**config.mk**
```make
export PLATFORM = sky130hd
export DESIGN_NAME = hdmi_video_timing
export DESIGN_NICKNAME = d
export VERILOG_FILES = /design/src/rtl/hdmi_timing_pkg.sv /design/src/rtl/timing_delay_line.sv /design/src/rtl/hdmi_video_timing.sv
export SDC_FILE = /design/constraint.sdc
export NUM_CORES = 1
export LEC_CHECK = 0
export ABC_CLOCK_PERIOD_IN_PS = 2000
export BUFFER_PORTS_ARGS = -buffer_cell sky130_fd_sc_hd__buf_4
export CAP_MARGIN = 0
export CORE_MARGIN = 5
export CORE_UTILIZATION = 36
export CTS_BUF_LIST = sky130_fd_sc_hd__clkbuf_16
export CTS_CLUSTER_SIZE = 8
export DETAILED_ROUTE_END_ITERATION = 16
export SYNTH_ARGS = -nofsm -noshare
export SYNTH_HDL_FRONTEND = slang
export SYNTH_HIERARCHICAL = 1
export SYNTH_SLANG_ARGS = --single-unit
```
**constraint.sdc**
```tcl
create_clock -name clk -period 2 [get_ports clk]
set_input_delay 0.1 -clock clk [delete_from_list [all_inputs] [get_ports clk]]
set_output_delay 0.1 -clock clk [all_outputs]
set_load 0.005 [all_outputs]
```
**src/rtl/hdmi_timing_pkg.sv**
```systemverilog
// Shared raster constants for the HDMI output path: 640x480@60 timing,
// frame/line totals and the display-side signal bundle.
package hdmi_timing_pkg;

  localparam int COORD_W = 10;

  localparam int DEF_H_ACTIVE = 640;
  localparam int DEF_H_FP     = 16;
  localparam int DEF_H_SYNC   = 96;
  localparam int DEF_H_BP     = 48;
  localparam int DEF_V_ACTIVE = 480;
  localparam int DEF_V_FP     = 10;
  localparam int DEF_V_SYNC   = 2;
  localparam int DEF_V_BP     = 33;

  localparam bit DEF_SYNC_POL  = 1'b0;
  localparam int DEF_FETCH_LAT = 2;

  function automatic int line_total(input int active, input int fp,
                                    input int sync, input int bp);
    return active + fp + sync + bp;
  endfunction

  localparam int DEF_H_TOTAL = line_total(DEF_H_ACTIVE, DEF_H_FP, DEF_H_SYNC, DEF_H_BP);
  localparam int DEF_V_TOTAL = line_total(DEF_V_ACTIVE, DEF_V_FP, DEF_V_SYNC, DEF_V_BP);

  // Everything the TMDS side needs for one pixel slot.
  typedef struct packed {
    logic               de;
    logic               hsync;
    logic               vsync;
    logic [COORD_W-1:0] x;
    logic [COORD_W-1:0] y;
  } disp_t;

endpackage

```
**src/rtl/timing_delay_line.sv**
```systemverilog
// Fixed-depth register pipeline with asynchronous reset of every stage to a
// caller-supplied idle word.
module timing_delay_line #(
  parameter int                DEPTH = 2,
  parameter int                WIDTH = 1,
  parameter logic [WIDTH-1:0]  IDLE  = '0
) (
  input  logic             clk,
  input  logic             rst,
  input  logic [WIDTH-1:0] d,
  output logic [WIDTH-1:0] q
);

  logic [WIDTH-1:0] stage [DEPTH];

  always_ff @(posedge clk or posedge rst) begin
    if (rst) begin
      for (int i = 0; i < DEPTH; i++) stage[i] <= IDLE;
    end else begin
      stage[0] <= d;
      for (int i = 1; i < DEPTH; i++) stage[i] <= stage[i-1];
    end
  end

  assign q = stage[DEPTH-1];

endmodule

```
**src/rtl/hdmi_video_timing.sv**
```systemverilog
// 640x480 raster generator: an early fetch stream for the framebuffer reader
// and a FETCH_LAT-delayed display stream aligned with the fetched pixel data.
module hdmi_video_timing
  import hdmi_timing_pkg::*;
#(
  parameter int H_ACTIVE  = DEF_H_ACTIVE,
  parameter int H_FP      = DEF_H_FP,
  parameter int H_SYNC    = DEF_H_SYNC,
  parameter int H_BP      = DEF_H_BP,
  parameter int V_ACTIVE  = DEF_V_ACTIVE,
  parameter int V_FP      = DEF_V_FP,
  parameter int V_SYNC    = DEF_V_SYNC,
  parameter int V_BP      = DEF_V_BP,
  parameter bit SYNC_POL  = DEF_SYNC_POL,
  parameter int FETCH_LAT = DEF_FETCH_LAT
) (
  input  logic               clk,
  input  logic               rst,
  input  logic               en,
  output logic               fetch_req,
  output logic [COORD_W-1:0] fetch_x,
  output logic [COORD_W-1:0] fetch_y,
  output logic               frame_start,
  output logic               line_start,
  output logic               de,
  output logic               hsync,
  output logic               vsync,
  output logic [COORD_W-1:0] disp_x,
  output logic [COORD_W-1:0] disp_y
);

  typedef logic [COORD_W-1:0] coord_t;

  localparam int H_TOTAL = line_total(H_ACTIVE, H_FP, H_SYNC, H_BP);
  localparam int V_TOTAL = line_total(V_ACTIVE, V_FP, V_SYNC, V_BP);

  generate
    if (H_TOTAL > 1023 || V_TOTAL > 1023) begin : g_bad_totals
      $error("hdmi_video_timing: H_TOTAL/V_TOTAL exceed 10-bit counter range");
    end
    if (FETCH_LAT < 1 || FETCH_LAT > 8) begin : g_bad_lat
      $error("hdmi_video_timing: FETCH_LAT must be 1..8");
    end
  endgenerate

  localparam coord_t H_LAST   = coord_t'(H_TOTAL - 1);
  localparam coord_t V_LAST   = coord_t'(V_TOTAL - 1);
  localparam coord_t H_ACT_C  = coord_t'(H_ACTIVE);
  localparam coord_t V_ACT_C  = coord_t'(V_ACTIVE);
  localparam coord_t HS_START = coord_t'(H_ACTIVE + H_FP);
  localparam coord_t HS_END   = coord_t'(H_ACTIVE + H_FP + H_SYNC);
  localparam coord_t VS_START = coord_t'(V_ACTIVE + V_FP);
  localparam coord_t VS_END   = coord_t'(V_ACTIVE + V_FP + V_SYNC);
  localparam coord_t ONE      = coord_t'(1);
  localparam logic   SYNC_ON  = SYNC_POL;
  localparam logic   SYNC_OFF = !SYNC_POL;

  localparam disp_t DISP_IDLE = '{de: 1'b0, hsync: SYNC_OFF, vsync: SYNC_OFF,
                                  x: '0, y: '0};

  coord_t h, v;
  logic   active, hs_on, vs_on, at_origin, at_line;
  logic   hs_f, vs_f;
  disp_t  fetch_disp, disp_q;

  // Raster counters; dropping en parks them at the top-left corner.
  always_ff @(posedge clk or posedge rst) begin
    if (rst) begin
      h <= '0;
      v <= '0;
    end else if (!en) begin
      h <= '0;
      v <= '0;
    end else if (h == H_LAST) begin
      h <= '0;
      v <= (v == V_LAST) ? '0 : v + ONE;
    end else begin
      h <= h + ONE;
    end
  end

  always_comb begin
    active    = 1'b0;
    hs_on     = 1'b0;
    vs_on     = 1'b0;
    at_origin = 1'b0;
    at_line   = 1'b0;
    if (en) begin
      active    = (h < H_ACT_C) && (v < V_ACT_C);
      hs_on     = (h >= HS_START) && (h < HS_END);
      vs_on     = (v >= VS_START) && (v < VS_END);
      at_origin = (h == '0) && (v == '0);
      at_line   = (h == '0) && (v < V_ACT_C);
    end
  end

  // Fetch stage: one register after the counters.
  always_ff @(posedge clk or posedge rst) begin
    if (rst) begin
      fetch_req   <= 1'b0;
      fetch_x     <= '0;
      fetch_y     <= '0;
      frame_start <= 1'b0;
      line_start  <= 1'b0;
      hs_f        <= SYNC_OFF;
      vs_f        <= SYNC_OFF;
    end else begin
      fetch_req   <= active;
      frame_start <= at_origin;
      line_start  <= at_line;
      hs_f        <= hs_on ? SYNC_ON : SYNC_OFF;
      vs_f        <= vs_on ? SYNC_ON : SYNC_OFF;
      if (!en) begin
        fetch_x <= '0;
        fetch_y <= '0;
      end else if (active) begin
        fetch_x <= h;
        fetch_y <= v;
      end
    end
  end

  always_comb begin
    fetch_disp       = DISP_IDLE;
    fetch_disp.de    = fetch_req;
    fetch_disp.hsync = hs_f;
    fetch_disp.vsync = vs_f;
    fetch_disp.x     = fetch_x;
    fetch_disp.y     = fetch_y;
  end

  timing_delay_line #(
    .DEPTH (FETCH_LAT),
    .WIDTH ($bits(disp_t)),
    .IDLE  (DISP_IDLE)
  ) u_disp_delay (
    .clk (clk),
    .rst (rst),
    .d   (fetch_disp),
    .q   (disp_q)
  );

  assign de     = disp_q.de;
  assign hsync  = disp_q.hsync;
  assign vsync  = disp_q.vsync;
  assign disp_x = disp_q.x;
  assign disp_y = disp_q.y;

endmodule

```
==> reports/qor.tcl <==
set qor(synth-simple-area-share) 0.1141
set qor(antenna_found_initial) 0
set qor(multi_input_comb_area_um2) 882.1
set qor(syn_inst) 260
set qor(synth_top_family_by_area) {simple AND/OR/NAND/NOR gates}
set qor(synth.top_cell.area_share) 0.6177
set qor(viasPerCell) 4.756
set qor(fp.coreArea_um2) 9284
set qor(finalSetupViolCount) 0
set qor(layout.cell_area.non_filler_um2) 4194
set qor(yosys-mux-area-fraction) 0.009448
set qor(regToRegStartpoint) {v[0]}
set qor(maxClockFrequency_mhz) 536.0
set qor(final_cell_count_no_fill) 438
set qor(fillerInstances) 856
set qor(vias) 2083
set qor(grt_first_pass_wirelength_mm) 10.70
set qor(num_rows) 35
set qor(cp_data_arrival_time_ns) 2.09
set qor(gr-total-overflow) 0
set qor(fin_total_pwr_uw) 3676
set qor(register_to_register_setup_slack_ns) 0.13
set qor(synth_edf_count) 0
set qor(max_cap_viol_count) 0
set qor(area_delta_synth_final_pct) 21.80
set qor(groute.usage.overall) 0.1197
set qor(drive_gt1_frac) 0.3333
set qor(synth_compound_gate_area_share) 0.1017
set qor(yosys.area_share.adder) 0.01817
set qor(ys_types) 48
set qor(cts_buffers) 9
set qor(setup_repair_after_global_routing_missed_its_margin) {false}
set qor(dp_hpwl_mm) 4.432
set qor(status) {complete, no violations}
set qor(relative_max_transition_margin) 0.5375
set qor(reg2reg_to) {v[6]}
set qor(met3WireLength_um) 276
set qor(dpl.cell_count) 421
set qor(wl_met1_mm) 2.905
set qor(synth_sequential_area_ratio) 0.6635
set qor(floorplan.initialDensity) 0.3709
set qor(drc) 0
set qor(timing.final.crit_share) 0.9329
set qor(power_density_nw_per_um2) 876.4
set qor(timing.setup.tns_ns) 0
set qor(fin_util) 0.4518
set qor(port-buffer-count) 48
set qor(top_ff_cell_synth) {sky130_fd_sc_hd__dfrtp_1}
set qor(vdd_ir_drop_max_uv) 461.0
set qor(netlist.top_cell.by_area) {sky130_fd_sc_hd__dfrtp_1}
set qor(hold_start) {en}
set qor(share_of_flip_flops_with_an_asynchronous_set_or_reset_after_synthesis) 1.000
set qor(cts_tree) {built}
set qor(hold_path.class) {input port to flip-flop}
set qor(clock_input_transition_at_the_sequential_cells_of_the_worst_setup_and_hold_paths_ns) 0.07
set qor(place.gp.congestion) 0.8596
set qor(cts_post_setup_buffers_inserted) 0
set qor(synth_area_leaders) {sky130_fd_sc_hd__dfrtp_1, sky130_fd_sc_hd__buf_4, sky130_fd_sc_hd__dfstp_2, sky130_fd_sc_hd__a22o_1, sky130_fd_sc_hd__ha_1}
set qor(maxSlewViolCount) 0
set qor(root_buffer) {sky130_fd_sc_hd__clkbuf_16}
set qor(total_leakage_power_uw) 0.002068
set qor(timing.critical_path.to_type) {flip-flop}
set qor(die_w_um) 107.8
set qor(cts_max_path_buffers) 2
set qor(top_layer_used) {met4}
set qor(postRouteAntennaNets) 0
set qor(finalHoldViolCount) 0
set qor(drt-wirelength-per-cell_um) 14.60
set qor(clock_sink_count) 91
set qor(synth.cell_area_um2) 3443
set qor(ff_latch_area_um2) 2285
set qor(detailedRoute.firstPassIterationCount) 4
set qor(detail_route.iter0.violations) 187
set qor(layout_min_cycle_time_ns) 1.866
set qor(crit_fanout) 4
set qor(reg2regPathDepth) 7
set qor(worst-setup-path-type) {flip-flop to flip-flop}
set qor(nets) 312
set qor(synth_warnings) 6
set qor(synth_nets) 268
set qor(worstSetupStartpointType) {flip-flop}
set qor(timing.clock.skew_ns) 0.008349
set qor(placedInstanceArea_um2) 3876
set qor(clock_insertion_delay_worst_skew_ns) 0.33
set qor(worst_hold_path.endpoint) {v[8]}
set qor(synth_area_per_cell_um2) 13.24
set qor(wl_mm) 6.395
set qor(antenna_cells) 0
set qor(io_pins) 49
set qor(synth_area_in_xor_xnor) 0.01272
set qor(timing.hold.worst_path_depth) 3
set qor(total_met2_wirelength_after_detailed_routing_mm) 3.123
set qor(ctsHtreeMaxLevel) 3
set qor(postSynthRegisterBits) 91
set qor(die_h_um) 107.8
set qor(cp_data_required_time_ns) 2.22
set qor(fp.dieArea_um2) 11620
set qor(first_global_vias) 2079
set qor(grt_max_degree) 46
set qor(timing_worst_slew_pin_value_ns) 0.6938
==> final cells by class <==
type	instances	area share
Sequential cell	91	0.5447
Multi-Input combinational cell	123	0.2103
Timing Repair Buffer	69	0.1259
Clock buffer	9	0.05370
Tap cell	129	0.03848
Clock inverter	7	0.01790
Inverter	10	0.008950
==> worst max-delay path: stages (launching register included) <==
cell and delay, ns:
sky130_fd_sc_hd__dfrtp_1 0.38, sky130_fd_sc_hd__inv_1 0.10, sky130_fd_sc_hd__ha_1 0.14, sky130_fd_sc_hd__or4b_4 0.47, sky130_fd_sc_hd__o31ai_4 0.23, sky130_fd_sc_hd__buf_6 0.15, sky130_fd_sc_hd__nor2_1 0.03, sky130_fd_sc_hd__mux2_2 0.26
==> cell usage in the layout (no fill, tap or decap), types with 2 or more instances in the layout <==
master                      Yosys  layout
sky130_fd_sc_hd__nand2_1        6       6
sky130_fd_sc_hd__nor4b_1        2       2
sky130_fd_sc_hd__and2_1         5       5
sky130_fd_sc_hd__dfstp_2        6       6
sky130_fd_sc_hd__and3_1         4       4
sky130_fd_sc_hd__xnor2_1        3       3
sky130_fd_sc_hd__inv_1         10       9
sky130_fd_sc_hd__nor2b_1        2       2
sky130_fd_sc_hd__o2bb2ai_1      2       2
sky130_fd_sc_hd__xor2_1         2       2
sky130_fd_sc_hd__o31ai_1        3       3
sky130_fd_sc_hd__buf_4         23      66
sky130_fd_sc_hd__nor3_1         3       3
sky130_fd_sc_hd__a22o_1        18      18
sky130_fd_sc_hd__ha_1           5       5
sky130_fd_sc_hd__nor2_1        11      11
sky130_fd_sc_hd__a21oi_1        3       3
sky130_fd_sc_hd__or2_2          3       3
sky130_fd_sc_hd__nand3_1        9       9
sky130_fd_sc_hd__o21ai_0        6       6
sky130_fd_sc_hd__clkbuf_16      0       9
sky130_fd_sc_hd__and2_2         2       2
sky130_fd_sc_hd__o211ai_1       2       2
sky130_fd_sc_hd__dfrtp_1       85      85
sky130_fd_sc_hd__nand4_1        7       7
sky130_fd_sc_hd__buf_6          2       2
sky130_fd_sc_hd__mux2_2         2       2
sky130_fd_sc_hd__or3_1          4       4
==> worst max path at each step <==
stage	from	end	slack (ns)	depth (start not counted)
3_3_place_gp	v[0]	v[6]	0.15	7
5_1_grt	v[0]	v[6]	0.02	7
4_1_cts	v[0]	v[6]	0.10	7
3_5_place_dp	v[0]	v[6]	0.11	7
2_1_floorplan	v[0]	v[3]	0.12	6
6_report	v[0]	v[6]	0.13	7
==> stage by stage <==
step / setup WS, ns / hold WS (ns)
after floorplan: 0.1222 / 0.3312
after global placement: 0.1475 / 0.1685
after detailed placement: 0.1142 / 0.1795
after CTS: 0.1034 / 0.1364
after global routing: 0.02136 / 0.1517
final: 0.1343 / 0.1412
==> registers in the layout, indices dropped and copies added (netlist names), 10 cells and up <==
register,count
u_disp_delay/stage,23
fetch_x,10
h,10
fetch_y,10
u_disp_delay/q,23
v,10
==> synth_stat cells (4+ instances only) <==
cell                       count
sky130_fd_sc_hd__buf_4        23
sky130_fd_sc_hd__ha_1          5
sky130_fd_sc_hd__nand3_1       9
sky130_fd_sc_hd__dfrtp_1      85
sky130_fd_sc_hd__nand4_1       7
sky130_fd_sc_hd__dfstp_2       6
sky130_fd_sc_hd__nor2_1       11
sky130_fd_sc_hd__or3_1         4
sky130_fd_sc_hd__and3_1        4
sky130_fd_sc_hd__a22o_1       18
sky130_fd_sc_hd__clkbuf_1      9
sky130_fd_sc_hd__inv_1        10
sky130_fd_sc_hd__o21ai_0       6
sky130_fd_sc_hd__and2_1        5
sky130_fd_sc_hd__nand2_1       6
==> cells by family after synthesis <==
family          count (synthesis)
simple gates                   67
mux                             3
xor+xnor                        5
fa+ha+maj                       5
buf+inv                        46
flops                          91
compound gates                 43
==> routing by layer <==
layer  track usage  vias to the layer above
met5             0                        -
met4       0.05230                        0
met3       0.03599                        6
met2        0.1803                       66
met1        0.1595                     1031
li1              -                      980
==> power breakdown <==
part / internal, uW / switching (uW) / leakage, uW
clock: 977 / 702 / 0.000145
combinational: 46.6 / 75.6 / 0.000687
sequential: 1860 / 12.6 / 0.00124
total: 2890 / 790 / 0.00207
==> what timing repair did <==
action	4_1_cts	5_1_grt
setup endpoints to repair	0	2
resized for setup	0	2
hold buffers	1	0
endpoints found under the hold margin	65	0
No activity file was read; power rests on OpenSTA's default activity.
